<file path="src/rtl/mips_multicycle_controller.sv">
// Multicycle MIPS control unit: Moore FSM that sequences fetch, decode and execute of lw/sw/R-type/beq/addi/j.
// Optional ORI support is compiled in when MIPS_CTRL_ORI_EN is defined.
module mips_multicycle_controller (
  input  logic       clk,
  input  logic       reset,
  input  logic [5:0] Op,
  input  logic [5:0] Funct,
  input  logic       Zero,
  output logic       IorD,
  output logic       MemWrite,
  output logic       IRWrite,
  output logic       RegDst,
  output logic       MemtoReg,
  output logic       RegWrite,
  output logic       ALUSrcA,
  output logic [1:0] ALUSrcB,
  output logic [2:0] ALUControl,
  output logic [1:0] PCSrc,
  output logic       PCEn,
  output logic       ExtZero,
  output logic [3:0] State
);

  typedef enum logic [3:0] {
    FETCH   = 4'd0,
    DECODE  = 4'd1,
    MEMADR  = 4'd2,
    MEMRD   = 4'd3,
    MEMWB   = 4'd4,
    MEMWR   = 4'd5,
    RTYPEEX = 4'd6,
    ALUWB   = 4'd7,
    BEQEX   = 4'd8,
    ADDIEX  = 4'd9,
    IMMWB   = 4'd10,
    JEX     = 4'd11,
    ORIEX   = 4'd12
  } state_t;

  localparam logic [5:0] OP_LW    = 6'b100011;
  localparam logic [5:0] OP_SW    = 6'b101011;
  localparam logic [5:0] OP_RTYPE = 6'b000000;
  localparam logic [5:0] OP_BEQ   = 6'b000100;
  localparam logic [5:0] OP_ADDI  = 6'b001000;
  localparam logic [5:0] OP_J     = 6'b000010;
  localparam logic [5:0] OP_ORI   = 6'b001101;

  localparam logic [2:0] ALU_ADD = 3'b010;
  localparam logic [2:0] ALU_SUB = 3'b110;
  localparam logic [2:0] ALU_AND = 3'b000;
  localparam logic [2:0] ALU_OR  = 3'b001;
  localparam logic [2:0] ALU_SLT = 3'b111;

  state_t state, state_next;
  logic   pcwrite, branch;

  // NOTE: reset is synchronous, so it only takes effect on a clock edge; state uses <= so every flop updates from pre-edge values.
  always_ff @(posedge clk) begin
    if (reset) state <= FETCH;
    else       state <= state_next;
  end

  // NOTE: every output gets a default before the case, so no path leaves a signal unassigned and no latch is inferred.
  always_comb begin
    state_next = FETCH;
    IorD       = 1'b0;
    MemWrite   = 1'b0;
    IRWrite    = 1'b0;
    RegDst     = 1'b0;
    MemtoReg   = 1'b0;
    RegWrite   = 1'b0;
    ALUSrcA    = 1'b0;
    ALUSrcB    = 2'b00;
    ALUControl = ALU_ADD;
    PCSrc      = 2'b00;
    ExtZero    = 1'b0;
    pcwrite    = 1'b0;
    branch     = 1'b0;

    case (state)
      FETCH: begin
        IRWrite    = 1'b1;
        pcwrite    = 1'b1;
        ALUSrcB    = 2'b01;
        state_next = DECODE;
      end
      DECODE: begin
        ALUSrcB = 2'b11;
        case (Op)
          OP_LW, OP_SW: state_next = MEMADR;
          OP_RTYPE:     state_next = RTYPEEX;
          OP_BEQ:       state_next = BEQEX;
          OP_ADDI:      state_next = ADDIEX;
          OP_J:         state_next = JEX;
`ifdef MIPS_CTRL_ORI_EN
          OP_ORI:       state_next = ORIEX;
`endif
          default:      state_next = FETCH;
        endcase
      end
      MEMADR: begin
        ALUSrcA    = 1'b1;
        ALUSrcB    = 2'b10;
        state_next = (Op == OP_LW) ? MEMRD : MEMWR;
      end
      MEMRD: begin
        IorD       = 1'b1;
        state_next = MEMWB;
      end
      MEMWB: begin
        MemtoReg = 1'b1;
        RegWrite = 1'b1;
      end
      MEMWR: begin
        IorD     = 1'b1;
        MemWrite = 1'b1;
      end
      RTYPEEX: begin
        ALUSrcA = 1'b1;
        case (Funct)
          6'b100000: ALUControl = ALU_ADD;
          6'b100010: ALUControl = ALU_SUB;
          6'b100100: ALUControl = ALU_AND;
          6'b100101: ALUControl = ALU_OR;
          6'b101010: ALUControl = ALU_SLT;
          default:   ALUControl = ALU_ADD;
        endcase
        state_next = ALUWB;
      end
      ALUWB: begin
        RegDst   = 1'b1;
        RegWrite = 1'b1;
      end
      BEQEX: begin
        ALUSrcA    = 1'b1;
        ALUControl = ALU_SUB;
        PCSrc      = 2'b01;
        branch     = 1'b1;
      end
      ADDIEX: begin
        ALUSrcA    = 1'b1;
        ALUSrcB    = 2'b10;
        state_next = IMMWB;
      end
      IMMWB: begin
        RegWrite = 1'b1;
      end
      JEX: begin
        PCSrc   = 2'b10;
        pcwrite = 1'b1;
      end
`ifdef MIPS_CTRL_ORI_EN
      ORIEX: begin
        ALUSrcA    = 1'b1;
        ALUSrcB    = 2'b10;
        ALUControl = ALU_OR;
        ExtZero    = 1'b1;
        state_next = IMMWB;
      end
`endif
      default: state_next = FETCH;
    endcase
  end

  // Branch is taken in the same cycle the ALU compares the operands.
  assign PCEn  = pcwrite | (branch & Zero);
  assign State = state;

endmodule

</file>
<file path="config.mk">
export PLATFORM = sky130hd
export DESIGN_NAME = mips_multicycle_controller
export DESIGN_NICKNAME = d
export VERILOG_FILES = /design/src/rtl/mips_multicycle_controller.sv
export SDC_FILE = /design/constraint.sdc
export NUM_CORES = 1
export LEC_CHECK = 0
export CAP_MARGIN = 20
export CORE_MARGIN = 2
export CORE_UTILIZATION = 34
export DETAILED_ROUTE_END_ITERATION = 12
export PLACE_DENSITY = 0.82
export SETUP_SLACK_MARGIN = 0.4
export SYNTH_ARGS = -nofsm -noshare
export SYNTH_HDL_FRONTEND = slang
export SYNTH_SLANG_ARGS = --single-unit
export TNS_END_PERCENT = 10
</file>
<file path="constraint.sdc">
create_clock -name clk -period 1.75 [get_ports clk]
set_input_delay 0.2625 -clock clk [delete_from_list [all_inputs] [get_ports clk]]
set_output_delay 0.2625 -clock clk [all_outputs]
set_load 0.03 [all_outputs]
</file>
==> results.sh <==
export IMPL_final_cell_mix="19 x buf_6, 9 x buf_4, 5 x nand2b_4, 5 x dlygate4sd2_1, 5 x clkdlybuf4s50_1"
export IMPL_rows=13
export IMPL_ir_worst_vdd_uv=532.8
export IMPL_clkSinkCount=4
export IMPL_stdcell_count=133
export IMPL_hpwl_um=1373
export IMPL_drtIter0Drc=15
export IMPL_yosysSeqAreaShare=0.1596
export IMPL_hold_viol=0
export IMPL_synthTopCellsByArea="dfxtp_1 16%, nand2b_1 6.2%, nor2_1 6.0%"
export IMPL_ys_async_sr_fraction=0
export IMPL_p_per_area_nw_per_um2=354.0
export IMPL_die_w_um=42.42
export IMPL_grt_util_all_layers=0.2619
export IMPL_skew_ns=0.01398
export IMPL_ctsHoldBuffers=0
export IMPL_critPathArrivalTime_ns=1.61
export IMPL_ys_flop_type="dfxtp_1"
export IMPL_dp_cells=129
export IMPL_syn_avg_cell_area_um2=6.968
export IMPL_ys_ff_latch=4
export IMPL_grt_max_degree=16
export IMPL_wl_per_cell_um=20.50
export IMPL_layout_setup_ws_ns=-0.1267
export IMPL_hp_class="input pin to flip-flop"
export IMPL_setup_viol=3
export IMPL_synthCells=72
export IMPL_yosysTopAreaCell="dfxtp_1"
export IMPL_overflow=0
export IMPL_numCtsBuffers=3
export IMPL_antenna_found_initial=0
export IMPL_largest_reg_flops=4
export IMPL_ys_warnings_count=0
export IMPL_clkTransAtPathRegs_ns=0.05
export IMPL_cts_root_buf="clkbuf_4"
export IMPL_drv_slew=0
export IMPL_final_layout_size_suffix_gt1_frac=0.6610
export IMPL_post_place_ws_ns=-0.4486
export IMPL_worstSkewPairLatency_ns=0.25
export IMPL_status="finished with violations"
export IMPL_yosysUniqueCellTypes=33
export IMPL_design_final_nets=134
export IMPL_viasPerCell=5.910
export IMPL_io_buffers=33
export IMPL_vias=786
export IMPL_clk_path_buf_depth=2
export IMPL_area_growth_pct=144.4
export IMPL_first_pass_iters=4
export IMPL_grt_pass1_vias=713
export IMPL_worstSetupPathType="flip-flop to output port"
export IMPL_worstPathRequired_ns=1.49
export IMPL_htree_levels=1
export IMPL_fillers=51
export IMPL_postRouteAntennaNets=0
export IMPL_synth_edf_count=0
export IMPL_syn_cell_area_um2=501.7
export IMPL_rsz0062_at_grt="yes"
export IMPL_io_pins=35
export IMPL_die_y_um=42.42
export IMPL_post_route_min_period_ns=1.877
export IMPL_diodes=0
export IMPL_grt_first_pass_wirelength_um=3477
export IMPL_end_kind="output port"
export IMPL_synth_top_area_share=0.1596
export IMPL_violations="setup timing"
export IMPL_drcViolationCount=0
export IMPL_routed_wirelength_um=2727
export IMPL_gp_congestion=0.7299
export IMPL_dieArea_um2=1799
export IMPL_start_util=0.3762
export IMPL_maxCapViolCount=0
export IMPL_fp_coreArea_um2=1334
export IMPL_cts_tree="yes"
export IMPL_layout_worst_path_cycle_share=1.072
export IMPL_start_kind="flip-flop"
export IMPL_holdWs_ns=0.4304
export IMPL_synth_nets=87
export IMPL_p_total_mw=0.4341
export IMPL_path_max_fanout=2
export IMPL_fmax_mhz=532.9
export IMPL_leakage_nw=0.4647
export IMPL_final_common_cell="buf_6"
per-stage QoR:
| step | cell area (µm²) | utilization | TNS [ns] |
|---|---|---|---|
| after floorplan | 610.6 | - | 0 |
| after global placement | 1015 | 0.7608 | -1.133 |
| after detailed placement | 1015 | 0.7608 | -1.222 |
| after CTS | 1167 | 0.8752 | -0.1759 |
| after global routing | 1226 | 0.9193 | -0.3226 |
| final | 1226 | 0.9193 | -0.2313 |
kinds of logic (layout without fill, tap and decap cells):
logic type	Yosys count	in the layout	synth area share
and+or+nand+nor	36	36	0.4240
AOI/OAI and AO/OA	19	19	0.2818
buffers and inverters	9	55	0.07482
DFF	4	4	0.1596
xor gates and xnor gates	3	3	0.05238
other	1	1	0.007474
routing by layer:
layer,vias up,global-route usage,part of all wire
met3,12,0.06897,0.074
li1,360,-,-
met4,0,0.08750,0.039
met5,-,0,0
met1,361,0.3127,0.36
met2,53,0.4492,0.52
synth_stat cells, drive strengths merged (2+ instances only):
library cell / n
nor2: 8
a211oi: 2
xnor2: 2
a31oi: 2
nor3b: 2
or2: 2
nand2b: 5
buf: 3
dfxtp: 4
a21oi: 5
nand2: 3
o21ai: 4
clkbuf: 3
nor3: 4
nor4: 3
o21bai: 2
inv: 3
path summary, 6_finish.rpt:
check / from / to / slack (ns) / cells past startpoint
max: State[0] / ALUControl[2] / -0.13 / 5
min: Op[0] / State[2] / 0.43 / 5
max reg2reg: State[1] / State[2] / 0.39 / 5
min reg2reg: State[3] / State[0] / 0.63 / 2
timing repair:
| action | CTS | global route |
|---|---|---|
| resized for setup | 90 | 22 |
| hold endpoints to repair | 0 | 0 |
| cloned | 0 | 0 |
| pin swaps | 20 | 21 |
| buffers inserted | 0 | 0 |
| endpoints found under the setup margin | 22 | 18 |
critical path, stage by stage (launching register included):
cell and delay, ns:
dfxtp_2 0.32, nand2b_4 0.15, or4b_4 0.52, buf_6 0.15, o21bai_4 0.11, buf_6 0.14
area by class of cell:
class	count	area [µm²]	area share
timing repair buffer	48	460.4	0.3755
sequential	4	90.09	0.07347
tap	15	18.77	0.01531
clock buffer	4	26.28	0.02143
inverter	3	11.26	0.009184
multi-input combinational	59	619.3	0.5051
power breakdown:
| group | leakage (nW) | internal [mW] | total (mW) | switching [mW] |
|---|---|---|---|---|
| clock | 0.0150 | 0.0863 | 0.136 | 0.0495 |
| combinational | 0.415 | 0.0957 | 0.204 | 0.108 |
| sequential | 0.0349 | 0.0919 | 0.0942 | 0.00232 |
| total | 0.465 | 0.274 | 0.434 | 0.160 |
Power figures use the tool's default switching activity.
